File: config.mk
export PLATFORM = sky130hd
export DESIGN_NAME = fetch_flat
export DESIGN_NICKNAME = d
export VERILOG_FILES = /design/src/rtl/chip8_pkg.sv /design/src/rtl/fetch_if.sv /design/src/rtl/fetch.sv /design/src/flat_wrapper.sv
export SDC_FILE = /design/constraint.sdc
export NUM_CORES = 1
export LEC_CHECK = 0
export CAP_MARGIN = 25
export CELL_PAD_IN_SITES_DETAIL_PLACEMENT = 0
export CELL_PAD_IN_SITES_GLOBAL_PLACEMENT = 1
export CORE_UTILIZATION = 32
export DETAILED_ROUTE_END_ITERATION = 10
export PLACE_DENSITY_LB_ADDON = 0.15
export SYNTH_ARGS = -nofsm -noshare
export SYNTH_HDL_FRONTEND = slang
export SYNTH_SLANG_ARGS = --single-unit
File: constraint.sdc
create_clock -name clk -period 2.4 [get_ports clk]
set_clock_uncertainty 0.05 [all_clocks]
set_input_delay 0.48 -clock clk [delete_from_list [all_inputs] [get_ports clk]]
set_output_delay 0.48 -clock clk [all_outputs]
set_load 0.01 [all_outputs]
File: src/rtl/chip8_pkg.sv
// Shared CHIP-8 core constants: fetch FSM encoding, address and opcode widths, reset PC.
package chip8_pkg;

  localparam int unsigned ADDR_W  = 12;
  localparam int unsigned INSTR_W = 16;
  localparam int unsigned BYTE_W  = 8;

  localparam logic [ADDR_W-1:0] RESET_PC_DEFAULT = 12'h200;

  localparam logic [1:0] S_HI    = 2'd0;
  localparam logic [1:0] S_LO    = 2'd1;
  localparam logic [1:0] S_CAP   = 2'd2;
  localparam logic [1:0] S_VALID = 2'd3;

endpackage

File: src/rtl/fetch_if.sv
// Fetch unit bus: program RAM read port, opcode handshake and PC redirect/skip controls.
interface fetch_if;
  import chip8_pkg::*;

  logic [ADDR_W-1:0]  mem_addr;
  logic               mem_rd;
  logic [BYTE_W-1:0]  mem_data;
  logic [INSTR_W-1:0] instr;
  logic               instr_valid;
  logic               instr_ready;
  logic [ADDR_W-1:0]  pc;
  logic               pc_load;
  logic [ADDR_W-1:0]  pc_load_addr;
  logic               pc_skip;
  logic               align_err;

  modport master (
    output mem_addr, mem_rd, instr, instr_valid, pc, align_err,
    input  mem_data, instr_ready, pc_load, pc_load_addr, pc_skip
  );

  modport slave (
    input  mem_addr, mem_rd, instr, instr_valid, pc, align_err,
    output mem_data, instr_ready, pc_load, pc_load_addr, pc_skip
  );

endinterface

File: src/rtl/fetch.sv
// Two-byte opcode fetch from byte-wide program RAM with skip and redirect support.
// Optional odd-PC detection is enabled by defining FETCH_ALIGN_CHECK_EN.
module fetch
  import chip8_pkg::*;
#(
  parameter logic [ADDR_W-1:0] RESET_PC = RESET_PC_DEFAULT
) (
  input logic      clk,
  input logic      rst,
  fetch_if.master  bus
);

  logic [1:0]         state_q, state_d;
  logic [ADDR_W-1:0]  pc_q, pc_d;
  logic [INSTR_W-1:0] instr_q, instr_d;

  always_comb begin
    state_d = state_q;
    pc_d    = pc_q;
    instr_d = instr_q;
    // A redirect wins over everything and drops any byte already in flight.
    if (bus.pc_load) begin
      pc_d    = bus.pc_load_addr;
      state_d = S_HI;
    end else begin
      case (state_q)
        S_HI: state_d = S_LO;
        S_LO: begin
          instr_d[15:8] = bus.mem_data;
          state_d       = S_CAP;
        end
        S_CAP: begin
          instr_d[7:0] = bus.mem_data;
          state_d      = S_VALID;
        end
        S_VALID: begin
          if (bus.instr_ready) begin
            pc_d    = pc_q + (bus.pc_skip ? 12'd4 : 12'd2);
            state_d = S_HI;
          end
        end
        default: state_d = S_HI;
      endcase
    end
  end

  always_ff @(posedge clk or negedge rst) begin
    if (!rst) begin
      state_q <= S_HI;
      pc_q    <= RESET_PC;
      instr_q <= '0;
    end else begin
      state_q <= state_d;
      pc_q    <= pc_d;
      instr_q <= instr_d;
    end
  end

  // Read port is gated by reset so the bus is quiet while the core is held.
  always_comb begin
    bus.mem_rd   = rst && ((state_q == S_HI) || (state_q == S_LO));
    bus.mem_addr = '0;
    if (rst) begin
      bus.mem_addr = (state_q == S_LO) ? pc_q + 12'd1 : pc_q;
    end
  end

  assign bus.instr       = instr_q;
  assign bus.instr_valid = (state_q == S_VALID);
  assign bus.pc          = pc_q;

`ifdef FETCH_ALIGN_CHECK_EN
  logic align_q;

  // pc only changes on the way into S_HI, so checking it there covers every entry.
  always_ff @(posedge clk or negedge rst) begin
    if (!rst) begin
      align_q <= 1'b0;
    end else if ((state_q == S_HI) && pc_q[0]) begin
      align_q <= 1'b1;
    end
  end

  assign bus.align_err = align_q;
`else
  assign bus.align_err = 1'b0;
`endif

endmodule

File: src/flat_wrapper.sv
// flat-port wrapper written by rule: the top's interface ports become plain ports
module fetch_flat import chip8_pkg::*;
#(
  parameter logic [ADDR_W-1:0] RESET_PC = RESET_PC_DEFAULT
)
  (clk, rst, bus_mem_addr, bus_mem_rd, bus_instr, bus_instr_valid, bus_pc, bus_align_err, bus_mem_data, bus_instr_ready, bus_pc_load, bus_pc_load_addr, bus_pc_skip);
  fetch_if bus_i ();
  input logic clk;
  input logic rst;
  output wire logic [$bits(bus_i.mem_addr)-1:0] bus_mem_addr;
  output wire logic [$bits(bus_i.mem_rd)-1:0] bus_mem_rd;
  output wire logic [$bits(bus_i.instr)-1:0] bus_instr;
  output wire logic [$bits(bus_i.instr_valid)-1:0] bus_instr_valid;
  output wire logic [$bits(bus_i.pc)-1:0] bus_pc;
  output wire logic [$bits(bus_i.align_err)-1:0] bus_align_err;
  input wire logic [$bits(bus_i.mem_data)-1:0] bus_mem_data;
  input wire logic [$bits(bus_i.instr_ready)-1:0] bus_instr_ready;
  input wire logic [$bits(bus_i.pc_load)-1:0] bus_pc_load;
  input wire logic [$bits(bus_i.pc_load_addr)-1:0] bus_pc_load_addr;
  input wire logic [$bits(bus_i.pc_skip)-1:0] bus_pc_skip;
  assign bus_mem_addr = bus_i.mem_addr;
  assign bus_mem_rd = bus_i.mem_rd;
  assign bus_instr = bus_i.instr;
  assign bus_instr_valid = bus_i.instr_valid;
  assign bus_pc = bus_i.pc;
  assign bus_align_err = bus_i.align_err;
  assign bus_i.mem_data = bus_mem_data;
  assign bus_i.instr_ready = bus_instr_ready;
  assign bus_i.pc_load = bus_pc_load;
  assign bus_i.pc_load_addr = bus_pc_load_addr;
  assign bus_i.pc_skip = bus_pc_skip;
  fetch #(.RESET_PC(RESET_PC)) u_core (.clk(clk), .rst(rst), .bus(bus_i));
endmodule
==> results.md <==
Run status:
- The flow ran to the end, and the final reports show no timing, DRC or antenna violations.

Clocking:
- Clock latency on the worst-skew pair, taken at its later pin, is 270 ps.
- The number of H-tree levels is 2.
- Buffers inserted to repair hold after CTS numbered 0.
- The root buffer cell is sky130_fd_sc_hd__clkbuf_8.
- The buffer levels on the longest clock path is 2.
- The CTS tree is built.
- Clock tree synthesis inserted a total of 5 buffers.
- The sink count of the clock tree is 30.
- After clock tree synthesis, the clock-pin slew on the worst setup and hold paths is 60 ps.

Setup path:
- The critical path is of the flop to primary output type.
- The slowest stage of the critical path belongs to the cell sky130_fd_sc_hd__dfrtp_1.
- The critical path buffer and inverter count is 3.
- The required arrival time at the worst endpoint is 1870 ps.
- The number of cells on the worst reg-to-reg path is 7.
- The cell count along the critical path is 7.
- For this run, the slowest stage of the critical path takes 390 ps.
- The type of origin of the critical path is a flop.
- STA classifies the critical path endpoint as a primary output.
- In this run the worst path has a maximum fanout of 6.
- The kind of cell adding the most delay to the critical path is simple AND/OR/NAND/NOR gates.
- Traced cell by cell, the critical path runs through inv_2, ha_4, nand4_4, buf_6, or3_1, a21oi_2, buf_2.
- The worst path arrival time is 1790 ps.

Logic synthesis:
- The number of register bits inferred by synthesis is 30.
- Yosys mapped the design onto 40 distinct sky130hd cell types.
- The post-synthesis area per instance is 10.1 sq um.
- After synthesis, flip-flops and latches occupy 42.7% of the total area.
- The synthesized instance count is 174.
- The post-synthesis cell area is 1760 sq um.
- The number of nets handed over by synthesis was 207.
- The count of yosys warnings during synthesis is 0.

Floorplan:
- The die covers 5810 sq um.
- The initial core utilization is 33.8%.
- In this run the vertical extent of the chip is 76.2 microns.
- Row generation in the floorplan step produced 26 rows.
- 68 I/O pins were placed.
- The core region is 5200 sq um.
- In this run the horizontal extent of the chip is 76.2 microns.

Run:
- Max-cap violations in this run came to 0.

Global routing:
- The global-route wire length before repair is 7840 microns.
- The layer flagged by global routing as most heavily used is met2.
- The pin count of the biggest net entering global routing is 31.
- The number of global-route vias before repair is 1627.
- The overall routing resource usage is 17.1%.
- The met2 track utilization from global routing is 27.4%.
- The initial antenna violation count is 0.
- The met1 track demand over resource is 22.9%.
- The remaining global-route overflow is 0.
- For this run, global-route usage on met3 was measured as 4.31%.

Final layout:
- 0 antenna diodes ended up in the layout.
- Relative to the synthesized area, the layout overhead comes to 64.3%.
- The net total in the final layout is 307.
- The share of post-route cells with drive strength above 1 is 31.6%.
- The final standard cell utilization of the core is 55.6%.
- The number of standard cells in the final layout excluding fillers is 345.

Routing:
- The ratio of routed vias to standard cells is 4.87.
- Across all layers, the routed design uses 1681 vias.
- The number of DRC markers in iteration 0 is 40.
- The total wire length is 4690 microns.
- The count of nets left with antenna violations once routing finished came out at 0.
- The first-pass iteration count of the detailed router is 4.
- Dividing the detail-routed wire length by the instance count gives 13.6 microns.
- The post-route DRC violation count is 0.

STA:
- The worst path needs 2320 ps of the cycle, external delays included.
- The number of pins exceeding their max-slew limit in the final report is 0.
- The count of final hold-check violations is 0.
- Setup repair after global routing could not meet its margin everywhere.
- Based on the critical path, the design can be clocked at up to 430 MHz.
- The final cycle utilization of the critical path is 96.9%.
- The setup violation total in the final timing report is 0.

Power:
- The leakage component of the power is 1.21 nW.
- The power per cell area is 738 nW/um^2.
- The completed layout was analyzed and its total power is 2.14 mW.
- The worst ir drop on vdd is 0.418 mV.

Place:
- During placement, the flow inserted port buffers numbering 66.
- The routability congestion estimate is 0.773.
- The HPWL reported at the end of detailed placement is 3610 microns.
- The count of placed standard cells including taps is 335.

Hold path:
- The count of cells along the worst hold path is 1.
- The type of the worst min-delay path is flop to flop.
==> worst register-to-register path: cells and delay by family, from the launching register on <==
family,cells,cell delay [ps]
adder cells (fa/ha/maj),2,380
flip-flops,1,350
AND/OR/NAND/NOR,2,490
AO/OA/AOI/OAI,1,190
buffers and inverters,2,330
==> cell families after synthesis <==
logic type	synth area share, %
and+or+nand+nor	17.5
AOI/OAI and AO/OA	13.2
DFF	42.7
muxes	13.1
buffers and inverters	4.62
adders and majority gates	6.11
xor gates and xnor gates	2.49
other	0.213
==> cell usage after synthesis (all sizes together) <==
cell | count | area, sq um
a21o | 1 | 7.51
a21oi | 9 | 45.0
a22o | 1 | 8.76
a31oi | 5 | 31.3
a41oi | 1 | 8.76
and2 | 1 | 6.26
and4 | 2 | 18.8
buf | 4 | 21.3
clkbuf | 6 | 33.8
conb | 1 | 3.75
dfrtp | 29 | 726
dfstp | 1 | 26.3
fa | 1 | 20.0
ha | 7 | 87.6
inv | 7 | 26.3
mux2 | 17 | 191
mux2i | 4 | 40.0
nand2 | 10 | 37.5
nand3 | 5 | 30.0
nand4 | 5 | 37.5
nor2 | 14 | 52.6
nor2b | 3 | 18.8
o211ai | 1 | 7.51
o21ai | 9 | 45.0
o311ai | 1 | 8.76
o31ai | 7 | 52.6
o41ai | 2 | 17.5
or2 | 1 | 6.26
or3 | 6 | 41.3
or4 | 8 | 60.1
xnor2 | 4 | 35.0
xor2 | 1 | 8.76
==> metrics by stage <==
step	setup TNS [ps]	hold slack (ps)	setup slack (ps)	cell area [sq um]
finish	0	456	75.4	2900
global route	-24.5	483	-13.9	2900
CTS	0	459	22.0	2880
detailed placement	-1700	444	-260	2720
global placement	-1410	438	-209	2720
floorplan	0	134	172	1760
==> cells in the final DEF, fill, tap and decap left out, types with 7 or more instances in the layout <==
master / instances
sky130_fd_sc_hd__or4_1: 7
sky130_fd_sc_hd__nor2_1: 14
sky130_fd_sc_hd__buf_4: 36
sky130_fd_sc_hd__nand2_1: 10
sky130_fd_sc_hd__mux2_2: 17
sky130_fd_sc_hd__dfrtp_1: 29
sky130_fd_sc_hd__o31ai_1: 7
sky130_fd_sc_hd__clkdlybuf4s50_1: 53
sky130_fd_sc_hd__o21ai_0: 9
==> final cells by class <==
type | count | area (sq um)
Clock buffer | 6 | 82.6
Clock inverter | 2 | 60.1
Fill cell | 480 | 2310
Inverter | 7 | 26.3
Multi-Input combinational cell | 127 | 985
Sequential cell | 30 | 752
Tap cell | 70 | 87.6
Timing Repair Buffer | 103 | 902
==> state kept, by name (all words and copies together) (netlist names) <==
signal            count
u_core.bus.instr     16
u_core.bus.pc        12
u_core.state_q        2
==> path summary, 6_finish.rpt <==
path | start | slack [ps] | end
max | u_core.state_q[1]$_DFFE_PN0P_ | 80 | bus_mem_addr[5]
min | u_core.bus.instr[4]$_DFFE_PN0P_ | 460 | u_core.bus.instr[4]$_DFFE_PN0P_
max reg2reg | u_core.bus.pc[1]$_DFFE_PN0N_ | 540 | u_core.bus.pc[9]$_DFFE_PN1N_
min reg2reg | u_core.bus.instr[4]$_DFFE_PN0P_ | 460 | u_core.bus.instr[4]$_DFFE_PN0P_
max in group asynchronous | rst | 1380 | u_core.bus.pc[9]$_DFFE_PN1N_
min in group asynchronous | rst | 600 | u_core.bus.pc[7]$_DFFE_PN0N_
==> what timing repair did <==
item                       CTS  global route
setup endpoints to repair   13             6
hold endpoints to repair     0             0
resized for setup           45             4
setup buffers                1             1
pin swaps                    2             4
==> layer usage <==
layer  up-vias  part of all wire (%)  routed length (microns)
met4         0                  0.32                       15
met5         -                     0                        0
met1       804                    49                     2310
met2        37                    46                     2170
li1        838                     -                        -
met3         2                   4.3                      200
==> power breakdown <==
part | internal [mW] | total (mW) | switching, mW | leakage [nW]
Clock | 0.443 | 0.630 | 0.188 | 0.0714
Combinational | 0.475 | 0.783 | 0.307 | 0.785
Sequential | 0.643 | 0.723 | 0.0808 | 0.355
No activity file was read; power rests on OpenSTA's default activity.
